## src/rtl/uart_core_cfg.sv

```systemverilog
// Full-duplex UART with configurable frame (data/parity/stop bits) and a shared 16x baud tick.
// Optional internal loopback (tx -> rx) is compiled in when UART_LOOPBACK_EN is defined.
module uart_core_cfg #(
    parameter int CLK_FREQ    = 50_000_000,
    parameter int BAUD_RATE   = 9600,
    parameter int DATA_BITS   = 8,
    parameter int PARITY_MODE = 0,
    parameter int STOP_BITS   = 1
) (
    input  logic                 clk,
    input  logic                 rst,
    input  logic [DATA_BITS-1:0] tx_data,
    input  logic                 tx_valid,
    output logic                 tx_ready,
    output logic                 tx,
    output logic                 tx_busy,
    input  logic                 rx,
    output logic [DATA_BITS-1:0] rx_data,
    output logic                 rx_valid,
    input  logic                 rx_ready,
    output logic                 rx_frame_err,
    output logic                 rx_parity_err,
`ifdef UART_LOOPBACK_EN
    output logic                 rx_overrun,
    input  logic                 loopback
`else
    output logic                 rx_overrun
`endif
);

    localparam int DIV_RAW = CLK_FREQ / (BAUD_RATE * 16);
    localparam int DIV     = (DIV_RAW < 1) ? 1 : DIV_RAW;
    localparam int DIV_W   = (DIV > 1) ? $clog2(DIV) : 1;
    localparam logic [DIV_W-1:0] DIV_LAST  = DIV_W'(DIV - 1);
    localparam logic [3:0]       LAST_DATA = 4'(DATA_BITS - 1);
    localparam logic [3:0]       LAST_STOP = 4'(STOP_BITS - 1);
    localparam bit PAR_EN  = (PARITY_MODE != 0);
    localparam bit PAR_ODD = (PARITY_MODE == 1);

    typedef enum logic [2:0] {
        ST_IDLE,
        ST_START,
        ST_DATA,
        ST_PARITY,
        ST_STOP
    } state_t;

    // Parity bit that makes the frame satisfy the configured odd/even rule.
    function automatic logic parity_of(input logic [DATA_BITS-1:0] d);
        return PAR_ODD ? ~(^d) : (^d);
    endfunction

    logic [DIV_W-1:0] div_cnt;
    logic             tick;

    assign tick = (div_cnt == DIV_LAST);

    always_ff @(posedge clk or posedge rst) begin
        if (rst) begin
            div_cnt <= '0;
        end else if (tick) begin
            div_cnt <= '0;
        end else begin
            div_cnt <= div_cnt + DIV_W'(1);
        end
    end

    state_t               tx_state;
    logic [DATA_BITS-1:0] tx_shift;
    logic                 tx_par;
    logic [3:0]           tx_bit_cnt;
    logic [3:0]           tx_tick_cnt;
    logic                 tx_line;
    logic                 tx_bit_end;

    // Each serial bit lasts 16 ticks; the 4-bit counter wraps at the bit boundary.
    assign tx_bit_end = tick && (tx_tick_cnt == 4'd15);

    always_ff @(posedge clk or posedge rst) begin
        if (rst) begin
            tx_state    <= ST_IDLE;
            tx_shift    <= '0;
            tx_par      <= 1'b0;
            tx_bit_cnt  <= '0;
            tx_tick_cnt <= '0;
            tx_line     <= 1'b1;
            tx_ready    <= 1'b1;
        end else begin
            if (tx_state != ST_IDLE && tick) begin
                tx_tick_cnt <= tx_tick_cnt + 4'd1;
            end
            case (tx_state)
                ST_IDLE: begin
                    if (tx_valid && tx_ready) begin
                        tx_shift    <= tx_data;
                        tx_par      <= parity_of(tx_data);
                        tx_line     <= 1'b0;
                        tx_ready    <= 1'b0;
                        tx_tick_cnt <= '0;
                        tx_bit_cnt  <= '0;
                        tx_state    <= ST_START;
                    end
                end
                ST_START: begin
                    if (tx_bit_end) begin
                        tx_line  <= tx_shift[0];
                        tx_state <= ST_DATA;
                    end
                end
                ST_DATA: begin
                    if (tx_bit_end) begin
                        if (tx_bit_cnt == LAST_DATA) begin
                            tx_bit_cnt <= '0;
                            if (PAR_EN) begin
                                tx_line  <= tx_par;
                                tx_state <= ST_PARITY;
                            end else begin
                                tx_line  <= 1'b1;
                                tx_state <= ST_STOP;
                            end
                        end else begin
                            tx_bit_cnt <= tx_bit_cnt + 4'd1;
                            tx_shift   <= tx_shift >> 1;
                            tx_line    <= tx_shift[1];
                        end
                    end
                end
                ST_PARITY: begin
                    if (tx_bit_end) begin
                        tx_line  <= 1'b1;
                        tx_state <= ST_STOP;
                    end
                end
                ST_STOP: begin
                    if (tx_bit_end) begin
                        if (tx_bit_cnt == LAST_STOP) begin
                            tx_ready <= 1'b1;
                            tx_state <= ST_IDLE;
                        end else begin
                            tx_bit_cnt <= tx_bit_cnt + 4'd1;
                        end
                    end
                end
                default: begin
                    tx_line  <= 1'b1;
                    tx_ready <= 1'b1;
                    tx_state <= ST_IDLE;
                end
            endcase
        end
    end

    assign tx_busy = ~tx_ready;

    logic rx_src;

`ifdef UART_LOOPBACK_EN
    assign tx     = loopback ? 1'b1 : tx_line;
    assign rx_src = loopback ? tx_line : rx;
`else
    assign tx     = tx_line;
    assign rx_src = rx;
`endif

    logic rx_meta;
    logic rx_sync;

    always_ff @(posedge clk or posedge rst) begin
        if (rst) begin
            rx_meta <= 1'b1;
            rx_sync <= 1'b1;
        end else begin
            rx_meta <= rx_src;
            rx_sync <= rx_meta;
        end
    end

    state_t               rx_state;
    logic [DATA_BITS-1:0] rx_shift;
    logic [3:0]           rx_bit_cnt;
    logic [3:0]           rx_tick_cnt;
    logic                 rx_par_err;
    logic                 rx_sample;

    assign rx_sample = tick && (rx_tick_cnt == 4'd15);

    // Samples land mid-bit: tick 7 of the start bit, then every 16 ticks.
    always_ff @(posedge clk or posedge rst) begin
        if (rst) begin
            rx_state      <= ST_IDLE;
            rx_shift      <= '0;
            rx_bit_cnt    <= '0;
            rx_tick_cnt   <= '0;
            rx_par_err    <= 1'b0;
            rx_data       <= '0;
            rx_valid      <= 1'b0;
            rx_frame_err  <= 1'b0;
            rx_parity_err <= 1'b0;
            rx_overrun    <= 1'b0;
        end else begin
            if (rx_valid && rx_ready) begin
                rx_valid <= 1'b0;
            end
            if (rx_state != ST_IDLE && tick) begin
                rx_tick_cnt <= rx_tick_cnt + 4'd1;
            end
            case (rx_state)
                ST_IDLE: begin
                    rx_tick_cnt <= '0;
                    rx_bit_cnt  <= '0;
                    rx_par_err  <= 1'b0;
                    if (!rx_sync) begin
                        rx_state <= ST_START;
                    end
                end
                ST_START: begin
                    if (tick && rx_tick_cnt == 4'd7) begin
                        rx_tick_cnt <= '0;
                        rx_state    <= rx_sync ? ST_IDLE : ST_DATA;
                    end
                end
                ST_DATA: begin
                    if (rx_sample) begin
                        rx_shift <= {rx_sync, rx_shift[DATA_BITS-1:1]};
                        if (rx_bit_cnt == LAST_DATA) begin
                            rx_bit_cnt <= '0;
                            rx_state   <= PAR_EN ? ST_PARITY : ST_STOP;
                        end else begin
                            rx_bit_cnt <= rx_bit_cnt + 4'd1;
                        end
                    end
                end
                ST_PARITY: begin
                    if (rx_sample) begin
                        rx_par_err <= (rx_sync != parity_of(rx_shift));
                        rx_state   <= ST_STOP;
                    end
                end
                ST_STOP: begin
                    // Only the first stop bit is checked so a following start bit can resync.
                    if (rx_sample) begin
                        rx_data       <= rx_shift;
                        rx_frame_err  <= ~rx_sync;
                        rx_parity_err <= rx_par_err;
                        rx_valid      <= 1'b1;
                        if (rx_valid && !rx_ready) begin
                            rx_overrun <= 1'b1;
                        end
                        rx_state <= ST_IDLE;
                    end
                end
                default: begin
                    rx_state <= ST_IDLE;
                end
            endcase
        end
    end

endmodule

```

## config.mk

```make
export PLATFORM = sky130hd
export DESIGN_NAME = uart_core_cfg
export DESIGN_NICKNAME = d
export VERILOG_FILES = /design/src/rtl/uart_core_cfg.sv
export SDC_FILE = /design/constraint.sdc
export NUM_CORES = 1
export LEC_CHECK = 0
export CAP_MARGIN = 20
export CORE_ASPECT_RATIO = 0.5
export CORE_MARGIN = 2
export CORE_UTILIZATION = 25
export CTS_BUF_LIST = sky130_fd_sc_hd__clkbuf_2 sky130_fd_sc_hd__clkbuf_4 sky130_fd_sc_hd__clkbuf_8
export DETAILED_ROUTE_END_ITERATION = 8
export PLACE_DENSITY = 0.45
export SYNTH_ARGS = -nofsm -noshare
export SYNTH_HDL_FRONTEND = slang
export SYNTH_SLANG_ARGS = --single-unit
```

## constraint.sdc

```tcl
create_clock -name clk -period 5.45 [get_ports clk]
set_input_delay 1.09 -clock clk [delete_from_list [all_inputs] [get_ports clk]]
set_output_delay 1.09 -clock clk [all_outputs]
set_load 0.005 [all_outputs]
```

* Word level (Yosys, flattened, before mapping)
Cells that the tools add are included.
Storage, ports and cells: word-level logic and storage cells 139, register bits 64, output and inout bits 15
Operators by class: reductions and logical operators 31, $add $sub $neg 5, mux-type cells 50, eq/ne operators 30, bitwise operators 4
Operators with widths (number):
- $mux 4 | 12
- $mux 3 | 13
- $ne 2x2->1 const B | 15
- $pmux 3 s5 | 2
- $mux 8 | 3
- $add 4x1->4 const B | 4
- $pmux 4 s2 | 2
- $pmux 8 s2 | 1
- $eq 3x2->1 const B | 4
- $eq 4x3->1 const B | 3
- $pmux 4 s3 | 1
- $mux 1 | 11
- $reduce_and 5->1 | 2
- $add 9x1->9 const B | 1
- $eq 9x9->1 const B | 1
- $mux 9 | 1
- $reduce_bool 3->1 | 3
- $eq 4x4->1 const B | 2
- $logic_and 1x1->1 | 8
- $reduce_and 2->1 | 4
- $reduce_and 4->1 | 2
- $reduce_xor 8->1 | 1
- $reduce_and 7->1 | 1
- $eq 3x1->1 const B | 2
- 14 further kinds | 21

* Logic depth before layout (Yosys ltp)
Gate-level depths: netlist (run 1).
depth in word-level cells 5, depth in mapped cells 8, gate-level depth less buffers 7

* Worst setup path after synthesis (run 1)
Ideal clock, no wire load.
path type input-to-reg, start point input port tx_valid, end point register tx_shift[1], buffers on the path 0, data required time 5.325 ns, library setup time 0.125 ns, data arrival time 2.282 ns, slack 3.044 ns, cell stages on the path 5, cell sequence nand2_1 -> nand2_1 -> o21ai_1 -> a2111oi_4 -> mux2_2
On the way: word-level cells in the longest chain between the ends 3
Ends and longest elaborated chain:
- from (decl) | RTL line 13 | input logic tx_valid,
- $logic_and 1x1->1 | RTL line 94 | if (tx_valid && tx_ready) begin
- $ne 2x2->1 (no line)
- $reduce_and 4->1 (no line)
- to (signal assigned) | RTL line 95 | tx_shift <= tx_data;
- to (signal assigned) | RTL line 123 | tx_shift <= tx_shift >> 1;
- to (decl) | RTL line 69 | logic [DATA_BITS-1:0] tx_shift;
Every way passes these cells. A chain may end at the register's enable or synchronous reset.

* Worst setup path in the final report (run 1)
start point input port tx_valid, end point register tx_shift[4]
The elaborated chain is that of the path after synthesis.

==> run metrics, run 1 <==
post-synth cell types 53; # hold bufs at CTS 0; clock skew 10.9 ps; Hold Path Depth 0; Setup CP Type in2reg; n_diodes 0; WL final between 6000 and 7000 um; CP required ~5700 ps; Initial Utilization between 20% and 30%; clock root buffer clkbuf_8; CP max-delay cell a2111oi_4; vias in the first global route between 2000 and 2500; largest net degree at the start of global routing 65; maximum clock rate around 0.36 GHz; most used cell along the critical path nand2_1; unrepaired setup endpoints after global routing no; FF-to-FF setup slack 2790 ps; DRC viols 0; placed inst area roughly 3700 um2; CP startpoint kind input pin; r2r startpoint div_cnt[0]; CP Cell Sequence clkdlybuf4s50_1 -> nand2_1 -> nand2_1 -> o21ai_1 -> a2111oi_4 -> mux2_2; max-slew violations 0; hold path startpoint rx_meta; Yosys warning count 0; post-route ant nets 0; synthesized area 3190 um2; FF-to-FF path depth 7; gr usage total approximately a tenth; Setup Viol. Count Final 0; most frequent cells in the layout dfrtp_1 (60), mux2_2 (30), clkdlybuf4s50_1 (27); Pleak ~1.6 nW; share of cells above drive strength 1 around a fifth; final hold violation count 0; via count between 2000 and 2500; height of the die 83.8 um; number of buffers added on ports 27; Core ar. 12600 um2; FP Rows 29; DR iter-0 viols about 110; Mapped Cells ~280; Net Count, Synth 303; CTS tree done; R2R Path End tx_shift[4]; CP Buf/Inv Count 1; Peak VDD IR 0.119 mV; Post-synth EDFFs 0; Worst Hold Class reg2reg; status complete, no violations; Ports 28; Critical Path Fanout Max 8; post-layout net count ~330; Seq/Total Area, Yosys around 50%; GP Congestion around 0.7; max-cap viol count 0; Avg Inst Size Synth approximately 11 um2; clk slew on worst S/H paths 70 ps; Pwr Total a little over 1 mW; setup tns final 0 ps; die area roughly 14000 um2; Num CTS Buffers 9; clock latency on the worst-skew pair approximately 360 ps; Synth Register Bits 64; CP arrival 3000 ps; Final period util 50.6%; Clock Sinks between 60 and 70; pwr dens around 260 nW/um2; drt pass-1 iters 3; postcts setup bufs 0; fin crit period approximately 2800 ps; CP Capture Type register; fraction of registers with async set/reset 100%; commonest non-fill, non-tap cell in the layout dfrtp_1; Worst-Margin Slew slightly below 900 ps; delay-heaviest family, CP compound AO/OA/AOI/OAI gates; DR WL/cell 12.6 um; initial antenna violation count 0; vias per cell 4.45; Worst Hold Endpoint rx_sync; # resized after CTS 0; ys flop type dfrtp_1; largest stage delay on the critical path around 670 ps; Clock Tree Buf Depth 2; Syn-to-layout area delta 22.3%; post-route cell area about 4000 um2; worst relative slew slack roughly 42%; DP HPWL about 4200 um; first-pass GRT wire length ~11000 um; CTS H-tree lvls 3; Die W approximately 160 um; total grt overflow 0
routing by layer:
| metal | share of wire (%) | up-vias | wire length [um] | track usage (%) |
|---|---|---|---|---|
| li1 | - | 1078 | - | - |
| met5 | 0 | - | 0 | 0 |
| met3 | 3.2 | 9 | 199 | 3.63 |
| met4 | 1.6 | 0 | 96 | 3.59 |
| met2 | 44 | 19 | 2710 | 15.4 |
| met1 | 51 | 1069 | 3140 | 12.9 |
how the worst max path moves through the flow:
stage                  endpoint  cells past startpoint  slack, ps      from
floorplan            div_cnt[0]                      1       2770       rst
global route        tx_shift[1]                      6       2540  tx_valid
CTS                 tx_shift[5]                      6       2670  tx_valid
global placement    tx_shift[5]                      6       2340  tx_valid
detailed placement  tx_shift[5]                      6       2300  tx_valid
finish              tx_shift[4]                      6       2690  tx_valid
per-stage QoR:
stage	cells	setup WS, ps	utilization, %	hold WS, ps
CTS	489	2670	31.0	360
global placement	473	2340	29.1	350
global route	489	2540	31.0	366
finish	489	2690	31.0	358
detailed placement	473	2300	29.1	349
floorplan	283	2770	-	345
power breakdown:
group          internal (mW)  switching [mW]  leakage, nW
combinational         0.0108          0.0117        0.677
clock                  0.304           0.205        0.119
sequential             0.476        0.000762        0.850
total                  0.791           0.218         1.65
cell families (layout without fill, tap and decap cells):
| kind of cell | Yosys count | in the layout | share of synthesized area [%] |
|---|---|---|---|
| AND/OR/NAND/NOR | 89 | 89 | 16.5 |
| flip-flops | 64 | 64 | 50.4 |
| AO/OA/AOI/OAI | 50 | 50 | 10.4 |
| multiplexers | 35 | 35 | 12.3 |
| XOR/XNOR | 19 | 19 | 5.22 |
| buffers and inverters | 19 | 55 | 2.32 |
| adder cells (fa/ha/maj) | 7 | 7 | 2.75 |
layout make-up:
cell class                 instances  area [um2]
clock buffer                       9         124
clock inverter                     7         120
fill                            1291        8660
inverter                           9        33.8
multi-input combinational        200        1510
sequential                        64        1610
tap                              170         213
timing repair buffer              30         293
flip-flops by register name (all words and copies together), names as in the netlist:
signal and cells:
tx_shift 8, rx_par_err 1, rx_parity_err 1, tx_state 3, rx_frame_err 1, rx_meta 1, div_cnt 9, rx_valid 1
tx 1, rx_state 3, rx_data 8, tx_bit_cnt 4, rx_shift 8, tx_tick_cnt 4, rx_overrun 1, rx_tick_cnt 4
rx_bit_cnt 4, rx_sync 1, tx_ready 1
synth_stat cells, drive strengths merged, types with 7 or more instances:
cell	instances	area, um2
a21oi	9	45.0
clkbuf	8	31.3
dfrtp	60	1500
ha	7	87.6
inv	9	33.8
mux2	33	372
nand2	19	71.3
nand3	12	60.1
nor2	15	56.3
nor2b	7	43.8
o21ai	20	100
xnor2	12	105
xor2	7	61.3
No activity file was read; power rests on OpenSTA's default activity.
==> inputs of run 2 (changes only) <==
--- a/config.mk
+++ b/config.mk
@@ -11,7 +11,7 @@
 export CORE_UTILIZATION = 25
 export CTS_BUF_LIST = sky130_fd_sc_hd__clkbuf_2 sky130_fd_sc_hd__clkbuf_4 sky130_fd_sc_hd__clkbuf_8
 export DETAILED_ROUTE_END_ITERATION = 8
-export PLACE_DENSITY = 0.45
+export PLACE_DENSITY = 0.46
 export SYNTH_ARGS = -nofsm -noshare
 export SYNTH_HDL_FRONTEND = slang
 export SYNTH_SLANG_ARGS = --single-unit
==> constraint.sdc (replaced) <==
create_clock -name clk -period 2.3 [get_ports clk]
set_input_delay 0.46 -clock clk [delete_from_list [all_inputs] [get_ports clk]]
set_output_delay 0.46 -clock clk [all_outputs]
set_load 0.005 [all_outputs]
==> run metrics, run 2 (same netlist as run 1, synthesis figures left out) <==
Num CTS Buffers 9 (unchanged); combinational fraction of design power 2.7% (+0.5 points); CTS tree done; # fillers 1292 (+0.077%); Pwr Total 2.08 mW (+110%); initial antenna violation count 0 (unchanged); Syn-to-layout area delta 23.8%; worst relative slew slack 60.8% (+19 points); max-slew violations 0 (unchanged); post-layout net count 348 (+4.2%); most frequent cells in the layout dfrtp_1 (60), mux2_2 (30), clkdlybuf4s50_1 (27); maximum clock rate ~0.46 GHz; FP Rows 29 (unchanged); CP startpoint kind register; final hold violation count 0 (unchanged); WL final 6580 um (+7.1%); via count 2275 (+4.6%); CP required 2550 ps (-3140 ps); Peak VDD IR 0.226 mV (+90%); height of the die 83.8 um (unchanged); Internal 1.55 mW (+96%); status complete, no violations; fin crit period 2170 ps; clock latency on the worst-skew pair 350 ps (about the same); Die W 164 um (unchanged); n_diodes 0 (unchanged); DP HPWL 4530 um (+7.9%); gr usage total 10.5% (+0.48 points); GP Congestion 0.739 (+3.4%); CTS H-tree lvls 3 (unchanged); total grt overflow 0 (unchanged); largest net degree at the start of global routing 35 (-46%); Sw Ratio 25.3% (+3.8 points); DR iter-0 viols 124 (+8.8%); Setup CP Type reg2reg; Core ar. 12600 um2 (unchanged); number of buffers added on ports 27 (unchanged); Initial Utilization 25.4% (unchanged); Ports 28 (unchanged); Flop pwr share 54.3% (+7.0 points); die area 13700 um2 (unchanged); clock share of power 43.0% (-7.5 points); share of cells above drive strength 1 23.1% (+4.0 points); vias in the first global route 2327 (+3.7%); Clock Tree Buf Depth 2 (unchanged); Largest register FFs 9 (unchanged); setup tns final 0 ps (unchanged); unrepaired setup endpoints after global routing no; Worst-Margin Slew 574 ps (-294 ps); post-route ant nets 0 (unchanged); CP arrival 2420 ps (-580 ps); Clock Sinks 64 (unchanged); CP Capture Type register; first-pass GRT wire length 11400 um (+5.5%); Biggest register div_cnt; DRC viols 0 (unchanged); max-cap viol count 0 (unchanged); Pleak 1.68 nW (+1.9%); Worst Hold Class reg2reg; drt pass-1 iters 4 (+1); Final period util a little over nine tenths; clk slew on worst S/H paths 80 ps (about the same); clock root buffer clkbuf_8; Setup Viol. Count Final 0 (unchanged); Net Switching 527 uW (+140%); clock skew 7.44 ps (-3.49 ps); commonest non-fill, non-tap cell in the layout dfrtp_1; Critical Path Fanout Max 5 (-3); pwr dens 527 nW/um2 (+100%); DR WL/cell 13.1 um (+4.2%); vias per cell 4.52 (+1.7%)
==> run 2: worst paths after layout <==
check	from	end	slack, ps	cells after the start
worst max-delay path	div_cnt[0]	rx_bit_cnt[3]	130	7
worst min-delay path	rx_meta	rx_sync	360	0
worst max register to register	div_cnt[0]	rx_bit_cnt[3]	130	7
worst min register to register	rx_meta	rx_sync	360	0
max in group asynchronous	rst	rx_meta	1440	3
min in group asynchronous	rst	tx_shift[6]	510	3
==> run 2: per-layer routing <==
metal  share of wire (%)  GRT usage [%]  vias up
met4                 1.2           3.43        0
met1                  50           14.1     1139
met2                  45           15.8       25
met3                 3.3           3.58        9
met5                   0              0        -
li1                    -              -     1102
==> run 2: area by class of cell <==
class | count | area [um2] | share of cell area [%]
tap | 170 | 213 | 5.39
multi-input combinational | 200 | 1510 | 38.4
inverter | 9 | 33.8 | 0.856
timing repair buffer | 44 | 398 | 10.1
clock inverter | 7 | 56.3 | 1.43
sequential | 64 | 1610 | 40.7
clock buffer | 9 | 124 | 3.14
==> run 2: per-stage QoR <==
step	worst slack [ps]	hold WS [ps]	instance area [um2]	std cells	util [%]
3_5_place_dp	80.4	350	3760	487	29.9
5_1_grt	34.7	366	3950	503	31.4
2_1_floorplan	44.3	345	3190	283	-
6_report	133	361	3950	503	31.4
4_1_cts	106	362	3940	503	31.4
3_3_place_gp	196	350	3760	487	29.9
==> run 2: timing repair <==
| action | CTS | global route |
|---|---|---|
| hold buffers | 0 | 0 |
| gates resized for setup | 0 | 2 |
| setup endpoints to repair | 0 | 4 |
| setup buffers | 0 | 0 |
| hold endpoints to repair | 0 | 0 |
==> run 2: power by group through the flow <==
stage | registers (mW) | clock network, mW | logic (mW)
2_1_floorplan | 1.15 | 0 | 0.0256
3_3_place_gp | 1.15 | 0 | 0.0573
3_5_place_dp | 1.15 | 0 | 0.0587
4_1_cts | 1.13 | 0.936 | 0.0589
5_1_grt | 1.13 | 0.998 | 0.0641
6_report | 1.13 | 0.896 | 0.0558
==> run 2: worst max-delay path, cell delays in order (launching register included) <==
cell and delay, ps:
dfrtp_1 410, inv_1 70, ha_1 190, nand4bb_4 180, or4b_4 560, and2_1 190
or2_0 250, o31ai_1 220
